--- config.mk ---
export PLATFORM = sky130hd
export DESIGN_NAME = integer_divider
export DESIGN_NICKNAME = d
export VERILOG_FILES = /design/src/rtl/integer_divider_pkg.sv /design/src/rtl/integer_divider_twos_complement_abs.sv /design/src/rtl/integer_divider.sv
export SDC_FILE = /design/constraint.sdc
export NUM_CORES = 1
export LEC_CHECK = 0
export BUFFER_PORTS_ARGS = -buffer_cell sky130_fd_sc_hd__buf_2
export CORE_MARGIN = 10
export CORE_UTILIZATION = 45
export CTS_CLUSTER_SIZE = 8
export DETAILED_ROUTE_END_ITERATION = 16
export PLACE_DENSITY_LB_ADDON = 0.12
export SLEW_MARGIN = 5
export SYNTH_ARGS = -nofsm -noshare
export SYNTH_HDL_FRONTEND = slang
export SYNTH_SLANG_ARGS = --single-unit
--- constraint.sdc ---
create_clock -name clk_in -period 11.05 [get_ports clk_in]
set_input_delay 0.5525 -clock clk_in [delete_from_list [all_inputs] [get_ports clk_in]]
set_output_delay 0.5525 -clock clk_in [all_outputs]
set_load 0.01 [all_outputs]
--- src/rtl/integer_divider_pkg.sv ---
// Shared definitions for the iterative integer divider: FSM encoding and default widths.
package integer_divider_pkg;

   localparam int unsigned DEFAULT_OPERAND_WIDTH = 64;
   localparam int unsigned DEFAULT_COUNTER_WIDTH = 7;

   typedef enum logic [1:0] {
      S_IDLE = 2'd0,
      S_BUSY = 2'd1,
      S_FIX  = 2'd2,
      S_DONE = 2'd3
   } div_state_e;

endpackage

--- src/rtl/integer_divider_twos_complement_abs.sv ---
// Combinational magnitude of an optionally signed two's complement operand.
module twos_complement_abs #(
   parameter int unsigned WIDTH = 64
) (
   input  logic             sign_i,
   input  logic [WIDTH-1:0] value_i,
   output logic [WIDTH-1:0] magnitude_o,
   output logic             is_negative_o
);

   // The most negative value maps onto itself, which is its correct unsigned magnitude.
   assign is_negative_o = sign_i & value_i[WIDTH-1];
   assign magnitude_o   = is_negative_o ? -value_i : value_i;

endmodule

--- src/rtl/integer_divider.sv ---
// Restoring radix-2 divider: one quotient bit per cycle, valid/ack handshake on both sides.
module integer_divider
   import integer_divider_pkg::*;
#(
   parameter int unsigned OPERAND_WIDTH_IN_BITS = DEFAULT_OPERAND_WIDTH,
   parameter int unsigned COUNTER_WIDTH_IN_BITS = DEFAULT_COUNTER_WIDTH
) (
   input  logic                             clk_in,
   input  logic                             reset_in,
   input  logic                             dividend_valid_in,
   input  logic                             dividend_sign_in,
   input  logic [OPERAND_WIDTH_IN_BITS-1:0] dividend_in,
   input  logic                             divisor_valid_in,
   input  logic                             divisor_sign_in,
   input  logic [OPERAND_WIDTH_IN_BITS-1:0] divisor_in,
   output logic                             issue_ack_out,
   output logic                             quotient_valid_out,
   output logic                             quotient_sign_out,
   output logic [OPERAND_WIDTH_IN_BITS-1:0] quotient_out,
   output logic [OPERAND_WIDTH_IN_BITS-1:0] remainder_out,
   input  logic                             issue_ack_in,
   output logic                             divide_exception_out
);

   localparam int unsigned W = OPERAND_WIDTH_IN_BITS;
   localparam logic [COUNTER_WIDTH_IN_BITS-1:0] LAST_ITER = COUNTER_WIDTH_IN_BITS'(W - 1);

   div_state_e                 state_q, state_d;
   logic [COUNTER_WIDTH_IN_BITS-1:0] count_q, count_d;
   logic [W-1:0]               rem_q, rem_d;
   logic [W-1:0]               quo_q, quo_d;
   logic [W-1:0]               div_q, div_d;
   logic                       neg_quo_q, neg_quo_d;
   logic                       neg_rem_q, neg_rem_d;
   logic                       zero_q, zero_d;
   logic                       ack_q, ack_d;
   logic                       valid_q, valid_d;
   logic                       qsign_q, qsign_d;
   logic                       exc_q, exc_d;
   logic [W-1:0]               quot_out_q, quot_out_d;
   logic [W-1:0]               rem_out_q, rem_out_d;

   logic [W-1:0]               dvd_mag, dvs_mag;
   logic                       dvd_neg, dvs_neg;
   logic [W:0]                 shifted;
   logic [W:0]                 trial;

   twos_complement_abs #(.WIDTH(W)) u_dividend_abs (
      .sign_i        (dividend_sign_in),
      .value_i       (dividend_in),
      .magnitude_o   (dvd_mag),
      .is_negative_o (dvd_neg)
   );

   twos_complement_abs #(.WIDTH(W)) u_divisor_abs (
      .sign_i        (divisor_sign_in),
      .value_i       (divisor_in),
      .magnitude_o   (dvs_mag),
      .is_negative_o (dvs_neg)
   );

   always_ff @(posedge clk_in) begin
      if (reset_in) begin
         state_q    <= S_IDLE;
         count_q    <= '0;
         rem_q      <= '0;
         quo_q      <= '0;
         div_q      <= '0;
         neg_quo_q  <= 1'b0;
         neg_rem_q  <= 1'b0;
         zero_q     <= 1'b0;
         ack_q      <= 1'b0;
         valid_q    <= 1'b0;
         qsign_q    <= 1'b0;
         exc_q      <= 1'b0;
         quot_out_q <= '0;
         rem_out_q  <= '0;
      end else begin
         state_q    <= state_d;
         count_q    <= count_d;
         rem_q      <= rem_d;
         quo_q      <= quo_d;
         div_q      <= div_d;
         neg_quo_q  <= neg_quo_d;
         neg_rem_q  <= neg_rem_d;
         zero_q     <= zero_d;
         ack_q      <= ack_d;
         valid_q    <= valid_d;
         qsign_q    <= qsign_d;
         exc_q      <= exc_d;
         quot_out_q <= quot_out_d;
         rem_out_q  <= rem_out_d;
      end
   end

   always_comb begin
      state_d    = state_q;
      count_d    = count_q;
      rem_d      = rem_q;
      quo_d      = quo_q;
      div_d      = div_q;
      neg_quo_d  = neg_quo_q;
      neg_rem_d  = neg_rem_q;
      zero_d     = zero_q;
      ack_d      = 1'b0;
      valid_d    = valid_q;
      qsign_d    = qsign_q;
      exc_d      = exc_q;
      quot_out_d = quot_out_q;
      rem_out_d  = rem_out_q;
      // Partial remainder is always below the divisor, so W+1 bits hold the trial sign.
      shifted    = {rem_q, quo_q[W-1]};
      trial      = shifted - {1'b0, div_q};

      unique case (state_q)
         S_IDLE: begin
            if (dividend_valid_in && divisor_valid_in) begin
               ack_d     = 1'b1;
               count_d   = '0;
               rem_d     = '0;
               div_d     = dvs_mag;
               neg_quo_d = dvd_neg ^ dvs_neg;
               neg_rem_d = dvd_neg;
               zero_d    = (divisor_in == '0);
               if (divisor_in == '0) begin
                  // Raw dividend parks in the quotient register for the exception remainder.
                  quo_d   = dividend_in;
                  state_d = S_FIX;
               end else begin
                  quo_d   = dvd_mag;
                  state_d = S_BUSY;
               end
            end
         end
         S_BUSY: begin
            if (!trial[W]) begin
               rem_d = trial[W-1:0];
               quo_d = {quo_q[W-2:0], 1'b1};
            end else begin
               rem_d = shifted[W-1:0];
               quo_d = {quo_q[W-2:0], 1'b0};
            end
            count_d = count_q + 1'b1;
            if (count_q == LAST_ITER) begin
               state_d = S_FIX;
            end
         end
         S_FIX: begin
            valid_d = 1'b1;
            state_d = S_DONE;
            if (zero_q) begin
               quot_out_d = '1;
               rem_out_d  = quo_q;
               exc_d      = 1'b1;
               qsign_d    = 1'b0;
            end else begin
               quot_out_d = neg_quo_q ? -quo_q : quo_q;
               rem_out_d  = neg_rem_q ? -rem_q : rem_q;
               exc_d      = 1'b0;
               qsign_d    = neg_quo_q & (quo_q != '0);
            end
         end
         S_DONE: begin
            if (issue_ack_in) begin
               valid_d    = 1'b0;
               exc_d      = 1'b0;
               qsign_d    = 1'b0;
               quot_out_d = '0;
               rem_out_d  = '0;
               state_d    = S_IDLE;
            end
         end
         default: state_d = S_IDLE;
      endcase
   end

   assign issue_ack_out        = ack_q;
   assign quotient_valid_out   = valid_q;
   assign quotient_sign_out    = qsign_q;
   assign quotient_out         = quot_out_q;
   assign remainder_out        = rem_out_q;
   assign divide_exception_out = exc_q;

endmodule

==> results, run 1 <==
- The run finished with clean final reports.
- At the end of routability-driven placement, the weighted congestion stood at between 0.9 and 1.
- The largest net degree at the start of global routing is a little over 100.
- The overall track demand over capacity in global routing is between 20% and 30%.
- The mean cell area of the mapped netlist is roughly 7.6 um2.
- The floorplan has 80 rows.
- The number of placed instances, taps included, is 3567.
- The die span in y is around 240 um.
- The worst-case IR drop observed on VDD is around 200 uV.
- The most used flip-flop cell after synthesis is dfxtp_1.
- The most instantiated library cell after synthesis is dfxtp_1.
- Once the clock tree was built, the resizer swapped 0 gates to a different size.
- Once detail routing completed, the nets flagged for antenna violations numbered 0.
- The floorplan step defined a core boundary enclosing 0.0477 mm2.
- The required time of the worst setup path is between 10000 and 15000 ps.
- The type of the setup path with the least slack is register to register.
- The final max-slew violation count is 0.
- The async set or reset register ratio after synthesis is 0%.
- The clock root buffer is clkbuf_16.
- Counting every net in the synthesized netlist gives slightly above 3000.
- Measured along the x axis, the die boundary spans 240 um.
- The first global-routing pass estimated between 100000 and 150000 um of wire.
- The total leakage power is 9.91 nW.
- The total routed wirelength is ~73000 um.
- The fmax is 197 MHz.
- Synthesis produced a netlist whose cell count is roughly 2900.
- The kind of end point of the critical path is a register.
- The synthesized flop and latch total is 336.
- The initial antenna violation count is 1.
- In this run, distinct cell masters in the synthesized netlist total 71.
- The post-DP HPWL is about 54000 um.
- The area fraction of the dominant cell type after synthesis is between 30% and 40%.
- Global routing finished with a remaining overflow of 0.
- Input and output buffers added on the ports amount to around 270.
- The count of nets after finishing is 3213.
- The number of global-route vias before repair came to slightly above 20000.
- The number of H-tree levels is 2.
- STA classifies the critical path startpoint as a register.
- The worst register-to-register path has a setup slack of around 6000 ps.
- Counting I/O delays and the setup requirement, the final critical path takes between 5000 and 6000 ps.
- For this run, the detailed router's first-pass iteration total came to 6.
- In this run the critical register-to-register path is captured at rem_q[43]$_SDFFE_PP0P_.
- The clock arrives with between 15 and 20 ps of skew.
- The relative slew slack is around an eighth.
- The pin slew with the least headroom to its limit is about 1300 ps.
- The post-synth design cell area is ~0.022 mm2.
- The reported max-cap violation count is 0.
- The area of the die is between 0.05 and 0.06 mm2.
- The worst hold path class is input pin to register.
- In this run, CTS created clock tree buffers numbering 48.
- For the worst flop-to-flop path, the logic depth is 14.
- The count of final hold-check violations is 0.
- TritonCTS built the clock tree.
- The wire length per cell is approximately 20 um.
- The number of enable-type register cells in the synthesized netlist is 0.
- The library cell with the largest summed area after synthesis is dfxtp_1.
- The final standard cell area without fillers is around 0.025 mm2.
- The total power after layout is 5.71 mW.
- The number of buffers inserted by post-CTS setup repair is 0.
- The end of the worst hold path is div_q[1]$_SDFFE_PP0P_.
- The depth of the worst hold-timing path is 3.
- Setup repair after global routing left no endpoint under its margin.
- The final-report setup violation count is 0.
- In the finished design, the share of the clock period the worst path needs comes to 46.0%.
- The launch point of the worst reg-to-reg path is quo_q[63]$_SDFFE_PP0P_.
- For the worst setup path, the data arrival time is 5530 ps.
- The number of warnings reported in the yosys synthesis log is 0.
- The worst-case clock buffer depth is 3.
- The total negative slack for setup checks is 0 ps.
- After synthesis, the most frequently instantiated cells are 336 x dfxtp_1, 309 x nand2_1, 278 x o21ai_0.
- The count of unresolved DRC violations after routing is 0.
- The clock net in this run drives a total of 336 sinks.
- The via density per instance is slightly below 6.
- The source-to-sink clock delay at the later pin of the worst-skew pair is between 500 and 600 ps.
- The share of layout cells above drive strength 1 is between 10% and 20%.
- The starting density of the core is about 46%.
- The clock transition at the registers of the reported paths is roughly 50 ps.
- During I/O placement, the number of pins put on the boundary was ~270.
- For this block, the via count after detailed routing is 21500.
- For this design, the CTS-stage hold fixing added 0 buffers.
- The startpoint of the lowest-slack hold path is divisor_in[1].
- The sequential fraction of the synthesis area is 31.0%.
- The area growth from synthesis to layout is 13.2%.
- Summing all placed instances gives a cell area of 0.0233 mm2.
- Along the worst path, the maximum fanout reaches 92.
- By area the synthesized netlist is led by dfxtp_1 31%, xnor2_1 6.9%, o21ai_0 6.4%.
- Once layout is complete, the cells apart from fillers number between 3000 and 4000.
- In this run the power density over the cells is 232 mW/mm2.
- The starting DRC count in detailed routing is ~2000.
-- placed cells by master, fill, tap and decap left out, types with 85 or more instances in the layout --
master   count
a21oi_1    219
buf_2      265
nor2_1     256
nand2_1    309
xor2_1     125
inv_1      103
o21ai_0    277
xnor2_1    171
dfxtp_1    333
a22oi_1     85
-- per-stage QoR --
stage | hold WS, ps | worst slack, ps | util, %
2_1_floorplan | 432 | 7440 | -
3_3_place_gp | 423 | 5500 | 48.8
3_5_place_dp | 428 | 5430 | 48.8
4_1_cts | 238 | 5850 | 51.5
5_1_grt | 273 | 5450 | 51.5
6_report | 266 | 5970 | 51.5
-- registers in the layout, summed over array words and instances (netlist names), 2 cells and up --
name / count
quo_q: 64
rem_q: 64
quotient_out: 64
remainder_out: 64
count_q: 7
state_q: 2
div_q: 64
-- cell families after synthesis --
logic type	count (synthesis)	share of synthesized area, %
compound gates	975	28.4
xor+xnor	297	12.0
fa+ha+maj	75	4.35
buf+inv	314	5.52
flops	336	31.0
mux	11	0.512
simple gates	866	18.3
-- worst max path at each step --
| stage | start | end | slack (ps) | depth (start not counted) |
|---|---|---|---|---|
| 2_1_floorplan | divisor_in[0] | quo_q[1]$_SDFFE_PP0P_ | 7440 | 14 |
| 3_3_place_gp | divisor_in[0] | quo_q[7]$_SDFFE_PP0P_ | 5500 | 13 |
| 3_5_place_dp | divisor_in[0] | quo_q[7]$_SDFFE_PP0P_ | 5430 | 13 |
| 4_1_cts | quo_q[63]$_SDFFE_PP0P_ | rem_q[43]$_SDFFE_PP0P_ | 5850 | 14 |
| 5_1_grt | rem_q[6]$_SDFFE_PP0P_ | rem_q[55]$_SDFFE_PP0P_ | 5450 | 12 |
| 6_report | quo_q[63]$_SDFFE_PP0P_ | rem_q[43]$_SDFFE_PP0P_ | 5970 | 14 |
-- worst max-delay path: stages (launching register included) --
cell,delay (ps)
dfxtp_1,390
inv_1,130
ha_1,200
fa_1,220
nor2b_1,70
o2111ai_1,220
a21oi_1,170
o31a_1,320
nor3_1,540
o21ai_1,290
a311oi_2,530
xor2_4,500
buf_4,760
nand2b_1,440
o21ai_0,160
-- cell type report --
cell class              count  area, um2
diodes                      1       2.50
clock buffers              53       1220
clock inverters             4       75.1
fillers                  4788      23200
inverters                 103        387
multi-input cells        2224      13900
flip-flops and latches    336       6730
well taps                 615        769
repair buffers            290       1530
-- layer usage --
metal	vias up	part of all wire, %	track usage (%)	wire [um]
met2	674	43	37.2	31400
met1	10100	48	35.0	35200
met5	-	0	0	0
met3	105	6.3	4.08	4580
met4	0	2.4	6.42	1720
li1	10600	-	-	-
-- report_power, final --
| group | internal, mW | total [mW] | switching, mW |
|---|---|---|---|
| combinational | 1.01 | 2.80 | 1.79 |
| clock | 0.794 | 1.34 | 0.551 |
| sequential | 1.36 | 1.56 | 0.199 |
(Power assumes the default switching activity.)
==> run 2, diff against run 1 <==
==> constraint.sdc (replaced) <==
create_clock -name clk_in -period 5.3 [get_ports clk_in]
set_input_delay 0.265 -clock clk_in [delete_from_list [all_inputs] [get_ports clk_in]]
set_output_delay 0.265 -clock clk_in [all_outputs]
set_load 0.01 [all_outputs]
==> results, run 2 (synthesized netlist as in run 1, its figures left out) <==
- Most frequent cells in the layout: 333 x dfxtp_1, 309 x nand2_1, 277 x o21ai_0 (unchanged).
- The relative area change from synthesis to final layout is 14.2% (was 13.2%).
- The critical path startpoint category is a register (unchanged).
- The remaining number of nets flagged by the antenna check after routing is 0 (unchanged).
- The count of unresolved DRC violations after routing is 0 (unchanged).
- The number of H-tree levels is 2 (unchanged).
- Status: complete, no violations (unchanged).
- The count of port buffers added during placement was 266 (unchanged).
- The worst setup slack after layout is 824 ps (was 5970 ps).
- The slowest cell on the critical path is nor3_1 (was buf_4).
- The net switching power of the design is 5.31 mW (was 2.54 mW).
- The share of layout cells above drive strength 1 was 12.7% (was 12.6%).
- The starting density of the core was 45.5% (unchanged).
- The via density per instance is 5.86 (was 5.93).
- The number of sinks handled by clock tree synthesis is 336 (unchanged).
- The clock root buffer is clkbuf_16 (unchanged).
- The most common cell after layout, fill and taps aside is dfxtp_1 (unchanged).
- The worst voltage drop across the vdd grid is 412 uV (was 204 uV).
- The source-to-sink clock delay at the later pin of the worst-skew pair was 590 ps (about the same).
- The total negative slack for setup checks is 0 ps (unchanged).
- The startpoint of the most critical setup path is rem_q[6]$_SDFFE_PP0P_ (was quo_q[63]$_SDFFE_PP0P_).
- The reported max-cap violation count is 0 (unchanged).
- The largest stage delay on the critical path is 560 ps (was 760 ps).
- The number of buffers inserted during clock tree synthesis came to 48 (unchanged).
- The fmax was 223 MHz (was 197 MHz).
- The post-DP HPWL is 54600 um (was 54000 um).
- The worst hold path class was input pin to register (unchanged).
- The part of the total power dissipated in sequential elements is 27.3% (was 27.4%).
- Critical path, cell by cell: ha_1 > a21o_1 > a31oi_1 > o21ai_0 > o31a_1 > nor3_1 > o21ai_1 > a311oi_2 > xor2_4 > buf_12 > nor2_1 > a221oi_1 > nor3_1 (was inv_1 > ha_1 > fa_1 > nor2b_1 > o2111ai_1 > a21oi_1 > o31a_1 > nor3_1 > o21ai_1 > a311oi_2 > xor2_4 > buf_4 > nand2b_1 > o21ai_0).
- The largest net degree at the start of global routing is 158 (was 101).
- The maximum clock skew at final layout is 29.3 ps (was 16.1 ps).
- The number of iterations in the first detailed-routing pass was 6 (unchanged).
- The register cell area after layout came to 0.00673 mm2 (unchanged).
- The combinational power share is 49.6% (was 49.1%).
- The wire length per cell is 20.0 um (was 20.1 um).
- The startpoint of the lowest-slack hold path is divisor_in[16] (was divisor_in[1]).
- The total routed wirelength is 72900 um (was 73000 um).
- Setup repair after global routing missed its margin: false (unchanged).
- The critical path's top delay family is compound AO/OA/AOI/OAI gates (unchanged).
- The type of the setup path with the least slack is register to register (unchanged).
- The cell repeated most along the worst path is nor3_1.
- The starting DRC count in detailed routing was 1947 (was 1970).
- The number of core rows is 80 (unchanged).
- The count of final hold-check violations is 0 (unchanged).
- The kind of end point of the critical path is a register (unchanged).
- The count of nets after finishing is 3239 (was 3213).
- The launch point of the worst reg-to-reg path is rem_q[6]$_SDFFE_PP0P_ (was quo_q[63]$_SDFFE_PP0P_).
- The worst-case clock buffer depth is 3 (unchanged).
- The final weighted congestion of routability-driven global placement is 0.904 (was 0.903).
- The overall track demand over capacity in global routing is 24.5% (about the same).
- The required time of the worst setup path came to 5730 ps (was 11500 ps).
- The clock tree from TritonCTS is done (unchanged).
- The number of global-route vias before repair is 20400 (about the same).
- The relative slew slack came to 27.3% (was 11.7%).
- The boundary pin count is 267 (unchanged).
- The internal portion of total power was 6.65 mW (was 3.17 mW).
- The x dimension of the die was 240 um (unchanged).
- The pin slew with the least headroom to its limit is 1090 ps (was 1310 ps).
- The pre-CTS setup slack is 826 ps (was 5430 ps).
- The total number of vias was 21400 (was 21500).
- The register-to-register setup slack is 820 ps (was 5970 ps).
- The final-report setup violation count is 0 (unchanged).
- The area used by multi-input combinational logic is 0.0139 mm2 (unchanged).
- The area of the die was 0.0575 mm2 (unchanged).
- The count of filler cells inserted in the layout is 4663 (was 4788).
- The minimum period implied by the final worst setup slack is 4480 ps (was 5080 ps).
- The count of buffering cells on the critical path with inverters included was 1 (was 2).
- The total leakage power is 10.0 nW (was 9.91 nW).
- The die span in y came to 240 um (unchanged).
- The endpoint arrival time on the critical path came to 4910 ps (was 5530 ps).
- The clock transition at the registers of the reported paths is 50 ps (about the same).
- The first-pass GRT wire length is 114000 um (was 115000 um).
- The remaining global-route overflow is 0 (unchanged).
- The largest fanout on the critical path is 72 (was 92).
- The number of gates resized after cts is 0 (unchanged).
- The initial antenna violation count came to 1 (unchanged).
- The share of the clock period used by the worst path after layout is 84.4% (was 46.0%).
- The final max-slew violation count came to 0 (unchanged).
- The core region area came to 0.0477 mm2 (unchanged).
- The relative contribution of the clock network to total power is 23.1% (was 23.5%).
- The power per unit of standard cell area came to 482 mW/mm2 (was 232 mW/mm2).
- The fraction of power spent switching nets is 44.4% (was 44.6%).
-- run 2: changes by cell type in the layout (fill, tap and decap cells not counted), sizes merged --
cell         before  now
dlygate4sd3       0   19
inv             105  104
buf             289  296
clkbuf           54   51
clkinv            1    2
-- run 2: worst min-delay path: stages --
cell and delay (ps):
buf_2 130, o21ai_0 70, a311oi_1 80
-- run 2: power groups by stage --
stage                     Sequential, mW  Clock (mW)  Combinational, mW
final                               3.26        2.76               5.94
after global routing                3.31        2.91               6.56
after CTS                           3.25        2.83               5.92
after detailed placement            3.30           0               5.89
after global placement              3.28           0               5.83
after floorplan                     3.14           0               4.39
-- run 2: layout make-up --
type | instances | share of cell area (%)
Clock buffer | 50 | 4.87
Clock inverter | 4 | 0.242
Tap cell | 615 | 3.10
Inverter | 103 | 1.56
Antenna cell | 1 | 0.0101
Sequential cell | 336 | 27.1
Timing Repair Buffer | 316 | 7.20
Multi-Input combinational cell | 2224 | 55.9
-- run 2: path summary, 6_finish.rpt --
kind | to | cells after the start
hold reg to reg | quotient_out[47]$_SDFFE_PP0P_ | 2
setup / recovery | rem_q[20]$_SDFFE_PP0P_ | 13
setup reg to reg | rem_q[20]$_SDFFE_PP0P_ | 13
hold / removal | div_q[16]$_SDFFE_PP0P_ | 3
-- run 2: layer usage --
metal	up-vias	routed length, um	GRT usage, %
met5	-	0	0
li1	10700	-	-
met2	685	32000	37.6
met1	9969	34600	34.9
met3	88	4840	3.98
met4	0	1410	6.31
-- run 2: repair_timing --
| item | CTS | global route |
|---|---|---|
| hold buffers | 19 | 0 |
| buffers inserted | 0 | 0 |
| hold endpoints to repair | 19 | 0 |
-- run 2: per-stage QoR --
| stage | std cells | utilization (%) | hold slack [ps] | power [mW] | area (um2) |
|---|---|---|---|---|---|
| 2_1_floorplan | 2874 | - | 401 | 7.53 | 21700 |
| 3_3_place_gp | 3575 | 48.9 | 422 | 9.12 | 23400 |
| 3_5_place_dp | 3575 | 48.9 | 426 | 9.19 | 23400 |
| 4_1_cts | 3648 | 52.0 | 1.40 | 12.0 | 24800 |
| 5_1_grt | 3648 | 52.0 | 39.0 | 12.8 | 24800 |
| 6_report | 3649 | 52.0 | 22.9 | 12.0 | 24800 |
